===== src/rtl/i2c_txn_sequencer.sv =====
// Transaction sequencer for the single-master I2C controller: turns command-FIFO
// descriptors into START/address/data/STOP byte-engine operations and fills the RX FIFO.
module i2c_txn_sequencer #(
  parameter int LEN_W = 8
) (
  input  logic       clk,
  input  logic       rst_n,
  input  logic       enable,
  input  logic       cmd_empty,
  input  logic [7:0] cmd_data,
  output logic       cmd_rd,
  input  logic       rx_full,
  output logic       rx_wr,
  output logic [7:0] rx_data,
  output logic       eng_valid,
  output logic [1:0] eng_op,
  output logic [7:0] eng_wdata,
  output logic       eng_last,
  input  logic       eng_ready,
  input  logic       eng_done,
  input  logic [7:0] eng_rdata,
  input  logic       eng_nack,
  output logic       busy,
  output logic       txn_done,
  output logic       txn_nack
);

  localparam logic [1:0] OP_START = 2'd0;
  localparam logic [1:0] OP_WRITE = 2'd1;
  localparam logic [1:0] OP_READ  = 2'd2;
  localparam logic [1:0] OP_STOP  = 2'd3;
  localparam logic [LEN_W:0] LEFT_ZERO = '0;
  localparam logic [LEN_W:0] LEFT_ONE  = {{LEN_W{1'b0}}, 1'b1};

  typedef enum logic [3:0] {
    IDLE, LEN, START, WAIT_S, ADDR, WAIT_A, WR, WAIT_W,
    RD, WAIT_R, STOP, WAIT_P, FLUSH
  } state_t;

  state_t         state_reg, state_next;
  logic [LEN_W:0] left_reg, left_next;
  logic [7:0]     hdr_reg;
  logic           nack_reg;
  logic           accept;
  logic           start_ok;
  logic           to_idle;

  // Qualified with rst_n so the command FIFO is never popped while held in reset.
  assign start_ok = enable && !cmd_empty && rst_n;
  assign accept   = eng_valid && eng_ready;
  assign to_idle  = (state_reg != IDLE) && (state_next == IDLE);

  always_ff @(posedge clk or negedge rst_n) begin
    if (!rst_n) state_reg <= IDLE;
    else        state_reg <= state_next;
  end

  always_comb begin
    state_next = state_reg;
    unique case (state_reg)
      IDLE:    if (start_ok)   state_next = LEN;
      LEN:     if (!cmd_empty) state_next = START;
      START:   if (accept)     state_next = WAIT_S;
      WAIT_S:  if (eng_done)   state_next = ADDR;
      ADDR:    if (accept)     state_next = WAIT_A;
      WAIT_A:  if (eng_done)   state_next = eng_nack ? STOP : (hdr_reg[0] ? RD : WR);
      WR:      if (accept)     state_next = WAIT_W;
      WAIT_W:  if (eng_done)   state_next = (eng_nack || left_reg == LEFT_ZERO) ? STOP : WR;
      RD:      if (accept)     state_next = WAIT_R;
      WAIT_R:  if (eng_done)   state_next = (left_reg == LEFT_ZERO) ? STOP : RD;
      STOP:    if (accept)     state_next = WAIT_P;
      WAIT_P:  if (eng_done)
                 state_next = (nack_reg && !hdr_reg[0] && left_reg != LEFT_ZERO) ? FLUSH : IDLE;
      FLUSH:   if (left_reg == LEFT_ZERO || (cmd_rd && left_reg == LEFT_ONE)) state_next = IDLE;
      default: state_next = IDLE;
    endcase
  end

  always_comb begin
    eng_valid = 1'b0;
    eng_op    = OP_START;
    eng_wdata = 8'h00;
    eng_last  = 1'b0;
    cmd_rd    = 1'b0;
    busy      = (state_reg != IDLE);
    case (state_reg)
      IDLE:  cmd_rd = start_ok;
      LEN:   cmd_rd = !cmd_empty;
      START: eng_valid = 1'b1;
      ADDR: begin
        eng_valid = 1'b1;
        eng_op    = OP_WRITE;
        eng_wdata = hdr_reg;
      end
      // Payload word is popped in the same cycle the engine takes it.
      WR: begin
        eng_valid = !cmd_empty;
        eng_op    = OP_WRITE;
        eng_wdata = cmd_data;
        cmd_rd    = !cmd_empty && eng_ready;
      end
      RD: begin
        eng_valid = !rx_full;
        eng_op    = OP_READ;
        eng_last  = (left_reg == LEFT_ONE);
      end
      STOP: begin
        eng_valid = 1'b1;
        eng_op    = OP_STOP;
      end
      FLUSH:   cmd_rd = !cmd_empty && (left_reg != LEFT_ZERO);
      default: ;
    endcase
  end

  always_comb begin
    left_next = left_reg;
    if (state_reg == LEN && !cmd_empty)
      left_next = {1'b0, cmd_data[LEN_W-1:0]} + LEFT_ONE;
    else if (((state_reg == WR || state_reg == FLUSH) && cmd_rd) || (state_reg == RD && accept))
      left_next = left_reg - LEFT_ONE;
  end

  always_ff @(posedge clk or negedge rst_n) begin
    if (!rst_n) begin
      left_reg <= LEFT_ZERO;
      hdr_reg  <= 8'h00;
      nack_reg <= 1'b0;
      rx_wr    <= 1'b0;
      rx_data  <= 8'h00;
      txn_done <= 1'b0;
      txn_nack <= 1'b0;
    end else begin
      left_reg <= left_next;
      if (state_reg == IDLE && cmd_rd)
        hdr_reg <= cmd_data;
      rx_wr <= (state_reg == WAIT_R) && eng_done;
      if (state_reg == WAIT_R && eng_done)
        rx_data <= eng_rdata;
      txn_done <= to_idle;
      txn_nack <= to_idle && nack_reg;
      if (to_idle)
        nack_reg <= 1'b0;
      else if ((state_reg == WAIT_A || state_reg == WAIT_W) && eng_done && eng_nack)
        nack_reg <= 1'b1;
    end
  end

endmodule


===== config.mk =====
export PLATFORM = sky130hd
export DESIGN_NAME = i2c_txn_sequencer
export DESIGN_NICKNAME = d
export VERILOG_FILES = /design/src/rtl/i2c_txn_sequencer.sv
export SDC_FILE = /design/constraint.sdc
export NUM_CORES = 1
export LEC_CHECK = 0
export ABC_AREA = 1
export CORE_MARGIN = 4
export CORE_UTILIZATION = 51
export DETAILED_ROUTE_END_ITERATION = 8
export PLACE_DENSITY = 0.9
export SYNTH_ARGS = -nofsm -noshare
export SYNTH_HDL_FRONTEND = slang
export SYNTH_SLANG_ARGS = --single-unit

===== constraint.sdc =====
create_clock -name clk -period 2.3 [get_ports clk]
set_clock_uncertainty 0.1 [all_clocks]
set_input_delay 0.575 -clock clk [delete_from_list [all_inputs] [get_ports clk]]
set_output_delay 0.575 -clock clk [all_outputs]
set_load 0.02 [all_outputs]

After elaboration in Yosys (flattened, before gate mapping)
Cells that the tools add are included.

Flip-flop bits (word level): 33. Bits of input ports: 24. Output and inout port bits: 25. Logic and storage cells: 85.

$add $sub $neg: 2. Eq/ne operators: 13. Multiplexer cells: 28. Reduce and logical (&&, ||, !) cells: 34.

Operator list (count): two-way mux 4 bit (17); case mux 4 bit (13 select lines) (1); equality test 4 bit (second input constant) (5); two-way mux 9 bit (2); logical AND 1 bit (17); equality test 4 x 3 -> 1 bit (second input constant) (4); case mux 8 bit (2 select lines) (1); adder 8 x 1 -> 9 bit (second input constant) (1); equality test 9 x 1 -> 1 bit (second input constant) (1); logical NOT 9 bit (1); nonzero test 9 bit (1); subtractor 9 x 1 -> 9 bit (second input constant) (1); equality test 4 x 2 -> 1 bit (second input constant) (2); logical NOT 4 bit (2); case mux 2 bit (3 select lines) (1); logical OR 1 bit (5); equality test 4 x 1 -> 1 bit (second input constant) (1); case mux 1 bit (4 select lines) (1); nonzero test 2 bit (2); nonzero test 4 bit (1); logical NOT 1 bit (3); two-way mux 1 bit (3); case mux 1 bit (3 select lines) (1); OR reduction 3 bit (1); 2 further kinds (2).

Longest topological paths before layout
Word-level depth: 11. Gate-level depth with buffers: 14. Gate-level depth less buffers: 14.

Least setup slack after synthesis
OpenSTA, ideal clock, no wires.

Path type: flip-flop to output port. Start: register left_reg[4]. End: output port eng_last. Arrival time: 1521 ps. Required time: 1625 ps. Setup slack: 104 ps. Stages on the path, launching flop included: 6. Buffers on the path: 0. Cells stage by stage: dfrtp_1 -> inv_1 -> nand2_1 -> nor2_1 -> inv_1 -> nor4_1.

Longest elaborated chain between the ends: 2.

RTL lines: start, declared (RTL line 41) `logic [LEN_W:0] left_reg, left_next;`; start signal, assigned (RTL line 134) `left_reg <= left_next;`; equality test 9 x 1 -> 1 bit (RTL line 105) `eng_last = (left_reg == LEFT_ONE);`; two-way mux 1 bit (RTL line 86) `case (state_reg)`; end, declared (RTL line 18) `output logic eng_last,`.

Every way passes these cells.

Worst setup path after layout
Start: register state_reg[1]. End: output port cmd_rd.

Longest elaborated chain between the ends: 2. Elaborated cells between the ends (all ways): 5. Those cells by class: 3 x eq/ne; 1 x mux; 1 x reduce/logical.

RTL lines: start, declared (RTL line 40) `state_t state_reg, state_next;`; start signal, assigned (RTL line 55) `else state_reg <= state_next;`; equality test 4 bit (tied with other cells) (RTL line 86); case mux 1 bit (4 select lines) (*) (RTL line 86); end, declared (RTL line 11) `output logic cmd_rd,`.

Mark *: on every way between the ends. The rest lies on a longest branch, timed or not.

==> metrics.cfg <==
[detailed_routing]
drc_errors=0
drt-initial-drc-count=533
vias=2742
wire_per_inst_um=16.46
drt_first_pass_iters=6
via_per_inst=5.642
routed_wl_um=8000
ant_nets=0

[timing]
post-route-min-period_ns=2.307
clock.fmax_ghz=0.4334
slew_viol_final=0
final-hold-violation-count=0
min_period_over_period=1.003
max_slew_margin=0.6986
finalSetupViolations=1
timing.final.ws_setup_ns=-0.007136
rsz0062_at_grt=yes
worst_slew_pin_slew_ns=0.4521

[layout]
fillers=239
diodes=0
nNetsFinal=463
syn2layout_area_growth_pct=49.10
drive_gt1_frac=0.3050
largest_register_ffs=9

[critical_path]
endpoint_kind=primary output
critPathKind=flop to primary output
worstPathArrival_ns=1.63
critical_path_peak_fanout=3
startpoint_type=flop
cp.required_ns=1.62

[die]
start_util=0.5430
die_h_um=74.20
die_x_um=74.20
die-area_mm2=0.005505
rows=23
core_area_mm2=0.004115
io_pins=49

[clocking]
cts_buffer_depth=2
holdBufCountCts=0
cts_tree=built
cts_root_buf=clkbuf_8
clk_latency_ns=0.30
cts_inserted_buffers=5
cts_htree_levels=2
cts_sinks=33
cts.reportedPaths.clkPinSlew_ns=0.07

[synth]
ys_async_sr_fraction=1.000
ys_seq_elements=33
synth-edff-count=0
ys_warn_count=0
synth_fp_nets=347
seq_area_frac_synth=0.3695
synth_area_per_cell_um2=7.005
yosys_most_used_dff=dfrtp_1
synth_cell_types=34
syn_area_mm2=0.002235
synth_cells=319

[flow_run]
cap_violations=0

[pwr]
ir_drop_uv=618.3
p_per_area_mw_per_mm2=1059
power.leakage_nw=1.789
power_mw=3.530

[global_route]
grt_pass1_wl_um=12540
grt_max_degree=34
antenna_found_initial=0
gr-usage-all-layers=0.3069
overflow=0
grt_pass1_vias=2763

[place]
gp_congestion=0.9027
port-buffer-count=48
place_ws_ns=-0.5596
hpwl_um=5601

[run_status]
violations=negative setup slack
outcome=finished, violations left

[min_path]
min_path_type=flop to flop

-- synthesized netlist by cell type (4+ instances only) --
cell type / number / area, um2
a21oi_1: 5 / 25.02
o21ai_0: 19 / 95.09
nor2_4: 5 / 56.30
ha_1: 4 / 50.05
nand3_1: 22 / 110.1
nor2_1: 29 / 108.9
o22ai_1: 5 / 31.28
nand2_2: 4 / 25.02
nand3_2: 6 / 60.06
nand2_1: 99 / 371.6
o21ai_2: 6 / 52.55
dfrtp_1: 33 / 825.8
inv_1: 47 / 176.4
-- path summary, 6_finish.rpt --
path	cells after the start	start	slack (ns)	to
worst max-delay path	8	state_reg[1]	-0.007	cmd_rd
worst min register to register	2	rx_data[3]	0.40	rx_data[3]
worst min-delay path	2	rx_data[3]	0.40	rx_data[3]
max in group asynchronous	2	rst_n	1.29	state_reg[2]
worst max register to register	14	left_reg[0]	0.20	nack_reg
min in group asynchronous	2	rst_n	0.46	hdr_reg[7]
-- logic make-up (layout without fill, tap and decap cells) --
group,after synthesis,in the layout,share of synthesized area
fa+ha+maj,4,4,0.02240
simple gates,179,179,0.3684
buf+inv,54,171,0.09462
flops,33,33,0.3695
compound gates,45,45,0.1293
xor+xnor,4,4,0.01568
-- metrics by stage --
stage	area [um2]	cells	hold WS [ns]	setup TNS [ns]	util
5_1_grt	3332	486	0.4164	-0.1200	0.8097
4_1_cts	3326	485	0.4050	0	0.8081
3_3_place_gp	3247	477	0.3618	-3.939	0.7890
3_5_place_dp	3247	477	0.3698	-4.682	0.7890
2_1_floorplan	2235	319	0.1794	0	-
6_report	3332	486	0.3959	-0.007136	0.8097
-- power by group --
group          switching [mW]  total (mW)  internal (mW)  leakage [nW]
clock network           0.227       0.437          0.210        0.0450
logic                    1.24        2.17          0.932          1.32
registers               0.118       0.918          0.800         0.420
total                    1.59        3.53           1.94          1.79
-- routing by layer --
layer / vias to the layer above / track usage / part of all wire
met5: - / 0 / 0
met4: 0 / 0.1670 / 0.061
met3: 67 / 0.08243 / 0.096
met2: 198 / 0.5049 / 0.48
met1: 1232 / 0.3646 / 0.37
li1: 1245 / - / -
-- cell type report --
class / count / area [um2] / area share
Multi-Input combinational cell: 232 / 1239 / 0.3718
Clock buffer: 6 / 72.57 / 0.02178
Inverter: 50 / 187.7 / 0.05633
Clock inverter: 2 / 10.01 / 0.003004
Sequential cell: 33 / 827.0 / 0.2482
Tap cell: 50 / 62.56 / 0.01878
Timing Repair Buffer: 113 / 933.4 / 0.2801
-- worst max-delay path, cell delays in order, from the launching register on --
cell	delay (ns)
dfrtp_1	0.40
inv_1	0.10
nand2_1	0.12
buf_4	0.16
nor2_1	0.08
nand3_1	0.12
nand3_2	0.12
nand2_2	0.08
buf_4	0.16
-- what timing repair did --
item / in CTS / in global routing
endpoints found under the setup margin: 15 / 18
gates cloned: 0 / 0
resized for setup: 64 / 24
setup buffers: 0 / 1
pin swaps: 1 / 3
-- placed cells by master, fill, tap and decap left out, types with 4 or more instances in the layout --
cell	count
nand2_1	96
buf_4	64
inv_1	42
dfrtp_1	32
clkdlybuf4s50_1	30
nor2_1	25
nand3_1	21
o21ai_0	15
buf_2	9
inv_2	7
nand2_2	7
nand3_2	7
nor2_4	6
nor2_2	6
o21ai_2	6
a21oi_1	5
o22ai_1	5
clkbuf_8	5
o21ai_1	4
ha_1	4
Note: power is estimated with default switching activity, not from simulation.
